File: config.mk
export PLATFORM = sky130hd
export DESIGN_NAME = ctech_lib_latch_rf_rd_flat
export DESIGN_NICKNAME = d
export VERILOG_FILES = /design/src/rtl/ctech_lib_latch_rf_rd_if.sv /design/src/rtl/ctech_lib_latch_rf_rd.sv /design/src/flat_wrapper.sv
export SDC_FILE = /design/constraint.sdc
export NUM_CORES = 1
export LEC_CHECK = 0
export CORE_MARGIN = 10
export CORE_UTILIZATION = 39
export DETAILED_ROUTE_END_ITERATION = 8
export PLACE_DENSITY = 0.85
export SYNTH_ARGS = -nofsm -noshare
export SYNTH_HDL_FRONTEND = slang
export SYNTH_SLANG_ARGS = --single-unit
File: constraint.sdc
create_clock -name clk -period 3.24 [get_ports clk]
set_input_delay 0.486 -clock clk [delete_from_list [all_inputs] [get_ports clk]]
set_output_delay 0.486 -clock clk [all_outputs]
set_load 0.02 [all_outputs]
File: src/rtl/ctech_lib_latch_rf_rd_if.sv
// ctech_lib_latch_rf_rd_if: request/response bundle between a latch register file read port and its consumer
// Ports (signals):
//   rd_vld/rd_rdy/rd_addr             read request handshake and word address
//   rsp_vld/rsp_rdy                   response handshake
//   rsp_data/rsp_addr/rsp_err         returned word, its address, out-of-range flag
// Modports: master = consumer side, slave = read port side.
interface ctech_lib_latch_rf_rd_if #(
    parameter int WIDTH = 32,
    parameter int AW    = 3
);
    logic             rd_vld;
    logic             rd_rdy;
    logic [AW-1:0]    rd_addr;
    logic             rsp_vld;
    logic             rsp_rdy;
    logic [WIDTH-1:0] rsp_data;
    logic [AW-1:0]    rsp_addr;
    logic             rsp_err;
    modport master (
        output rd_vld, rd_addr, rsp_rdy,
        input  rd_rdy, rsp_vld, rsp_data, rsp_addr, rsp_err
    );
    modport slave (
        input  rd_vld, rd_addr, rsp_rdy,
        output rd_rdy, rsp_vld, rsp_data, rsp_addr, rsp_err
    );
endinterface

File: src/rtl/ctech_lib_latch_rf_rd.sv
// ctech_lib_latch_rf_rd: registered read port with a 2-entry response queue for a latch-based register file
// Ports:
//   clk, rst                 clock; asynchronous active-high reset
//   rf (slave modport)       rd_vld/rd_rdy/rd_addr request, rsp_vld/rsp_rdy/rsp_data/rsp_addr/rsp_err response
//   arr_q                    flattened latch contents, word i at [i*WIDTH +: WIDTH]
//   wr_en, wr_addr, wr_data  array write in progress this cycle
// Build option: define CTECH_LATCH_RF_RD_BYPASS_EN to return wr_data on a same-cycle write to the read address.
module ctech_lib_latch_rf_rd #(
    parameter int DEPTH = 8,
    parameter int WIDTH = 32,
    parameter int AW    = $clog2(DEPTH)
) (
    input  logic                   clk,
    input  logic                   rst,
    ctech_lib_latch_rf_rd_if.slave rf,
    input  logic [DEPTH*WIDTH-1:0] arr_q,
    input  logic                   wr_en,
    input  logic [AW-1:0]          wr_addr,
    input  logic [WIDTH-1:0]       wr_data
);
    logic [WIDTH-1:0] q_data [2];
    logic [AW-1:0]    q_addr [2];
    logic             q_err  [2];
    logic             wp;
    logic             rp;
    logic [1:0]       cnt;
    logic [WIDTH-1:0] rd_word;
    logic [WIDTH-1:0] cap_data;
    logic             hit;
    logic             acc;
    logic             rel;
    logic             hd;
    // Decode doubles as the range check: no matching word means out of range, data stays 0.
    always_comb begin
        rd_word = '0;
        hit = 1'b0;
        for (int i = 0; i < DEPTH; i++) begin
            if (rf.rd_addr == AW'(i)) begin
                rd_word = arr_q[i*WIDTH +: WIDTH];
                hit = 1'b1;
            end
        end
    end
`ifdef CTECH_LATCH_RF_RD_BYPASS_EN
    assign cap_data = (hit && wr_en && wr_addr == rf.rd_addr) ? wr_data : rd_word;
`else
    logic unused_wr;
    assign unused_wr = ^{wr_en, wr_addr, wr_data};
    assign cap_data = rd_word;
`endif
    assign rf.rd_rdy  = !rst && cnt != 2'd2;
    assign rf.rsp_vld = cnt != 2'd0;
    assign acc = rf.rd_vld && rf.rd_rdy;
    assign rel = rf.rsp_vld && rf.rsp_rdy;
    // When empty, the slot behind rp is the last released entry, so outputs hold their last value.
    assign hd = (cnt == 2'd0) ? ~rp : rp;
    assign rf.rsp_data = q_data[hd];
    assign rf.rsp_addr = q_addr[hd];
    assign rf.rsp_err  = q_err[hd];
    always_ff @(posedge clk or posedge rst) begin
        if (rst) begin
            q_data <= '{default: '0};
            q_addr <= '{default: '0};
            q_err  <= '{default: 1'b0};
            wp     <= 1'b0;
            rp     <= 1'b0;
            cnt    <= 2'd0;
        end else begin
            if (acc) begin
                q_data[wp] <= cap_data;
                q_addr[wp] <= rf.rd_addr;
                q_err[wp]  <= !hit;
                wp         <= ~wp;
            end
            if (rel) rp <= ~rp;
            cnt <= cnt + {1'b0, acc} - {1'b0, rel};
        end
    end
endmodule

File: src/flat_wrapper.sv
// flat-port wrapper written by rule: the top's interface ports become plain ports
module ctech_lib_latch_rf_rd_flat 
#(
    parameter int DEPTH = 8,
    parameter int WIDTH = 32,
    parameter int AW    = $clog2(DEPTH)
)
  (clk, rst, arr_q, wr_en, wr_addr, wr_data, rf_rd_vld, rf_rd_addr, rf_rsp_rdy, rf_rd_rdy, rf_rsp_vld, rf_rsp_data, rf_rsp_addr, rf_rsp_err);
  ctech_lib_latch_rf_rd_if #(.WIDTH(WIDTH), .AW(AW)) rf_i ();
  input  logic clk;
  input  logic rst;
  input  logic [DEPTH*WIDTH-1:0] arr_q;
  input  logic wr_en;
  input  logic [AW-1:0] wr_addr;
  input  logic [WIDTH-1:0] wr_data;
  input wire logic [$bits(rf_i.rd_vld)-1:0] rf_rd_vld;
  input wire logic [$bits(rf_i.rd_addr)-1:0] rf_rd_addr;
  input wire logic [$bits(rf_i.rsp_rdy)-1:0] rf_rsp_rdy;
  output wire logic [$bits(rf_i.rd_rdy)-1:0] rf_rd_rdy;
  output wire logic [$bits(rf_i.rsp_vld)-1:0] rf_rsp_vld;
  output wire logic [$bits(rf_i.rsp_data)-1:0] rf_rsp_data;
  output wire logic [$bits(rf_i.rsp_addr)-1:0] rf_rsp_addr;
  output wire logic [$bits(rf_i.rsp_err)-1:0] rf_rsp_err;
  assign rf_i.rd_vld = rf_rd_vld;
  assign rf_i.rd_addr = rf_rd_addr;
  assign rf_i.rsp_rdy = rf_rsp_rdy;
  assign rf_rd_rdy = rf_i.rd_rdy;
  assign rf_rsp_vld = rf_i.rsp_vld;
  assign rf_rsp_data = rf_i.rsp_data;
  assign rf_rsp_addr = rf_i.rsp_addr;
  assign rf_rsp_err = rf_i.rsp_err;
  ctech_lib_latch_rf_rd #(.DEPTH(DEPTH), .WIDTH(WIDTH), .AW(AW)) u_core (.clk(clk), .rst(rst), .rf(rf_i), .arr_q(arr_q), .wr_en(wr_en), .wr_addr(wr_addr), .wr_data(wr_data));
endmodule
# After elaboration in Yosys (flattened, before gate mapping)
# Index checks and enable logic that the tools add are counted.
[totals] ff_bits=76 out_inout_bits=38
[op_classes] add_sub_neg=2 magnitude_cmp=3 n_eq_ne=8 mux=35 bitwise_logic=4 reduce_logical=9
[op_table] op="$mux W32" n=12
[op_table] op="$bwmux W64" n=1
[op_table] op="$demux W32 S1" n=1
[op_table] op="$mux W1" n=13
[op_table] op="$eq A3 B3 Y1 const B" n=4
[op_table] op="$mux W3" n=4
[op_table] op="$bwmux W6" n=1
[op_table] op="$eq A3 B2 Y1 const B" n=2
[op_table] op="$ge A2 B2 Y1 const B" n=2
[op_table] op="$logic_and A1 B1 Y1" n=4
[op_table] op="$not A1 Y2" n=2
[op_table] op="$demux W3 S1" n=1
[op_table] op="$eq A3 B1 Y1 const B" n=1
[op_table] op="$logic_not A3 Y1" n=1
[op_table] op="$add A2 B1 Y2" n=1
[op_table] op="$bwmux W2" n=1
[op_table] op="$logic_not A1 Y1" n=2
[op_table] op="$logic_not A2 Y1" n=1
[op_table] op="$lt A2 B1 Y1 const B" n=1
[op_table] op="$ne A2 B2 Y1 const B" n=1
[op_table] op="$not A1 Y1" n=2
[op_table] op="$reduce_bool A2 Y1" n=1
[op_table] op="$sub A2 B1 Y2" n=1
[op_table] op="$demux W1 S1" n=1

# Logic depth before layout (Yosys ltp)
# Gate-level depths: netlist of run 1.
[logic_depth] depth_word=11 depth_mapped=7

# Worst setup path before layout of run 1
# No wires, ideal clock.
[synth_timing] path_kind="reg-to-output" from="register u_core.cnt[1]" to="output rf_rsp_data[15]" t_arrival_ns=1.576 setup_slack_ns=1.178 stages_incl_launch_ff=5 path_buffers=1 cell_sequence="dfrtp_1 or2_4 xor2_4 buf_4 mux2_1"
[synth_between] elab_chain_len=6
[synth_lines] item="from (decl)" line_no="ctech_lib_latch_rf_rd.sv:26" text="logic [1:0] cnt;"
[synth_lines] item="from (signal assigned)" line_no="ctech_lib_latch_rf_rd.sv:76" text="cnt <= cnt + {1'b0, acc} - {1'b0, rel};"
[synth_lines] item="$logic_not A2 Y1" line_no="ctech_lib_latch_rf_rd.sv:56" text="assign hd = (cnt == 2'd0) ? ~rp : rp;"
[synth_lines] item="$mux W1" line_no="ctech_lib_latch_rf_rd.sv:56"
[synth_lines] item="$not A1 Y2 (not written as such)" line_no="ctech_lib_latch_rf_rd.sv:57" text="assign rf.rsp_data = q_data[hd];"
[synth_lines] item="$mux W32 (not written as such) (3 in series)" line_no="ctech_lib_latch_rf_rd.sv:57"
[synth_lines] item="to (decl)" line_no="flat_wrapper.sv:21" text="output wire logic [$bits(rf_i.rsp_data)-1:0] rf_rsp_data;"
# No other way between the ends. The select of a mux whose other input is x is not followed.

# Worst setup path after layout of run 1
[layout_timing] from="register u_core.cnt[1]" to="output rf_rsp_data[16]"
# Same word-level chain as after synthesis.

==> results of run 1 <==
[power by group]
group | switching [mW] | leakage (nW) | internal [mW] | total (mW)
clock | 0.389 | 0.159 | 0.695 | 1.08
combinational | 1.83 | 2.82 | 1.94 | 3.78
sequential | 0.260 | 0.876 | 1.41 | 1.67
[layout make-up]
type | instances | share of cell area [%]
well taps | 180 | 2.49
flip-flops and latches | 76 | 21.0
repair buffers | 318 | 35.1
inverters | 57 | 2.38
clock inverters | 6 | 0.954
multi-input cells | 435 | 35.4
clock buffers | 10 | 2.64
[worst min path at each step]
stage	cells past startpoint	start	end
final	2	u_core.q_addr[2]	u_core.q_addr[2]
after global routing	2	u_core.q_addr[3]	u_core.q_addr[3]
after floorplan	2	u_core.q_addr[3]	u_core.q_addr[3]
after detailed placement	2	u_core.q_addr[3]	u_core.q_addr[3]
after CTS	2	u_core.q_addr[3]	u_core.q_addr[3]
after global placement	2	u_core.q_addr[5]	u_core.q_addr[5]
[cell usage after synthesis, types with 3 or more instances]
cell,number,area [sq um]
mux2i_1,97,971
dfrtp_1,76,1900
inv_1,57,214
nor2_1,57,214
nand2_1,56,210
a21oi_1,54,270
o221ai_1,54,473
mux2_2,41,462
a32oi_1,27,236
buf_2,20,100
buf_4,16,120
clkbuf_1,10,37.5
o21ai_1,9,45.0
buf_6,5,56.3
nand2b_1,5,31.3
o22ai_1,5,31.3
a211oi_1,3,22.5
and2_1,3,18.8
buf_1,3,11.3
mux2_1,3,33.8
nor3_1,3,15.0
[kinds of logic after synthesis]
group | share of synthesized area [%]
AOI/OAI and AO/OA | 19.5
muxes | 26.0
and+or+nand+nor | 9.88
buffers and inverters | 9.63
DFF | 33.7
xor gates and xnor gates | 0.952
adders and majority gates | 0.443
[state kept, by name, summed over array words and instances, names as in the netlist]
register and cells:
u_core.cnt 2, u_core.wp 1, u_core.q_addr 6, u_core.rp 1
u_core.q_err 2, u_core.q_data 64
[stage by stage]
step	setup WS, ns	hold slack (ns)	util [%]	cells	cell area, sq um
floorplan	0.816	0.440	-	623	5650
global placement	0.637	0.456	62.2	1066	8730
detailed placement	0.631	0.461	62.2	1066	8730
CTS	0.253	0.481	64.5	1082	9050
global route	0.181	0.503	64.5	1082	9050
finish	0.264	0.478	64.5	1082	9050
[layer usage]
layer	GRT usage, %	vias to the layer above	wire length [microns]
met5	0	-	0
met4	3.75	0	208
met3	6.86	17	1990
met2	37.0	240	11000
met1	24.7	2740	8830
li1	-	2816	-
[placed cells by master, fill, tap and decap left out, types with 2 or more instances in the layout]
cell,count
dfrtp_1,76
inv_1,56
o221ai_1,54
buf_4,16
nor2b_1,2
a21oi_1,54
xnor2_1,2
mux2i_1,97
a221oi_1,2
nor2_1,56
a211oi_1,3
ha_1,2
o21ai_1,9
bufinv_16,2
mux2_2,41
clkdlybuf4s50_1,297
nand2b_1,5
clkbuf_16,9
buf_12,4
nand2_1,56
nor3_1,3
and2_1,3
mux2_1,3
o22ai_1,5
a32oi_1,27
clkinv_2,3
[worst register-to-register path, delay by kind of cell (launching register included)]
| family | cells | cell delay (ns) |
|---|---|---|
| adder cells (fa/ha/maj) | 2 | 0.46 |
| buffers and inverters | 1 | 0.04 |
| AND/OR/NAND/NOR | 2 | 0.49 |
| XOR/XNOR | 2 | 0.32 |
| flip-flops | 1 | 0.42 |
==> impl_metrics.json, run 1 <==
{
  "fillers": 1194,
  "avgRoutedWirePerCell_microns": 20.3,
  "cp_num_buf_inv": 2,
  "die_width_microns": 140,
  "grt_pass1_vias": 6074,
  "peakVddDrop_mv": 0.688,
  "crit_path_max_incr_delay_ns": 0.58,
  "critPathCaptureType": "output pin",
  "critPathLaunchType": "flop",
  "cp_max_fo": 33,
  "htreeDepth": 3,
  "setup_viol": 0,
  "synth_ff_type": "dfrtp_1",
  "holdBufCountCts": 0,
  "yosysUniqueCellTypes": 35,
  "path_clk_slew_ns": 0.06,
  "power_density_nw_per_um2": 722,
  "slew_headroom_pct": 43.0,
  "rrSetupSlack_ns": 1.44,
  "cp_slowest_cell": "clkdlybuf4s50_1",
  "fmax_ghz": 0.336,
  "seq_area_sq_um": 1900,
  "async_reset_ff_share_pct": 100,
  "root_buffer": "clkbuf_16",
  "drcViolationCount": 0,
  "grt_setup_unrepaired": "no",
  "synthesis.nets": 924,
  "antenna_found_initial": 0,
  "worst_pin_slew_ns": 0.854,
  "overflow": 0,
  "total_power_mw": 6.53,
  "reg2reg_depth": 7,
  "drtIter0Drc": 374,
  "grt_pass1_wl_mm": 33.6,
  "cts_tree": "done",
  "cts_inserted_buffers": 9,
  "ios": 337,
  "reg2reg_to": "u_core.cnt[1]",
  "wirelength_mm": 22.0,
  "die_h_microns": 140,
  "hold_violations": 0,
  "max_cap_violations": 0,
  "syn_inst": 623,
  "cts.sinks": 76,
  "path_class": "reg -> out",
  "leakage_nw": 3.86,
  "port_buffers": 300,
  "first_pass_iters": 4,
  "clk_latency_ns": 0.33,
  "crit_path_start": "u_core.cnt[1]",
  "crit_cells": 5,
  "core_area_sq_um": 14000,
  "num_vias": 5813,
  "crit_arrival_ns": 2.49,
  "syn_avg_cell_area_sq_um": 9.07,
  "synth.cell_area_sq_um": 5650,
  "clockBufferDepth": 2,
  "crit_family": "buffers and inverters",
  "tns_ns": 0,
  "worstPathCellList": "or2_4 -> xor2_4 -> buf_12 -> mux2_1 -> clkdlybuf4s50_1",
  "required_ns": 2.75,
  "grt_max_degree": 77,
  "gp_congestion": 0.852,
  "synth_edf_count": 0,
  "track_usage_pct": 21.1,
  "area_growth_pct": 60.2,
  "crit_end": "rf_rsp_data[16]",
  "fin_crit_ns": 2.98,
  "r2r_start": "u_core.cnt[1]",
  "final_nets": 1198,
  "viasPerCell": 5.37,
  "layout-drive-gt1-share_pct": 9.31,
  "antenna_left": 0,
  "yosys_warnings": 0,
  "rows": 43,
  "multiInputGateArea_sq_um": 3210,
  "die_area_sq_um": 19700,
  "dpl.hpwl_mm": 17.4,
  "diodes": 0,
  "fin_worst_skew_ns": 0.00566,
  "cts_repair_resize_count": 0,
  "slew_violations": 0,
  "yosysSeqAreaShare_pct": 33.7,
  "cts_setup_buffers": 0,
  "min_path_type": "reg -> reg",
  "ys_ff_latch": 76,
  "post-route-period-util_pct": 91.9,
  "status": "finished, final reports clean",
  "start_util_pct": 40.2
}
Power figures use the tool's default switching activity.
==> inputs of run 2 (changes only) <==
CTS_CLUSTER_SIZE = 12   (was default)
SETUP_SLACK_MARGIN = 0.15   (was default)
==> results of run 2 <==
Same layout as run 1: the final DEF is identical, and so are final timing and power.
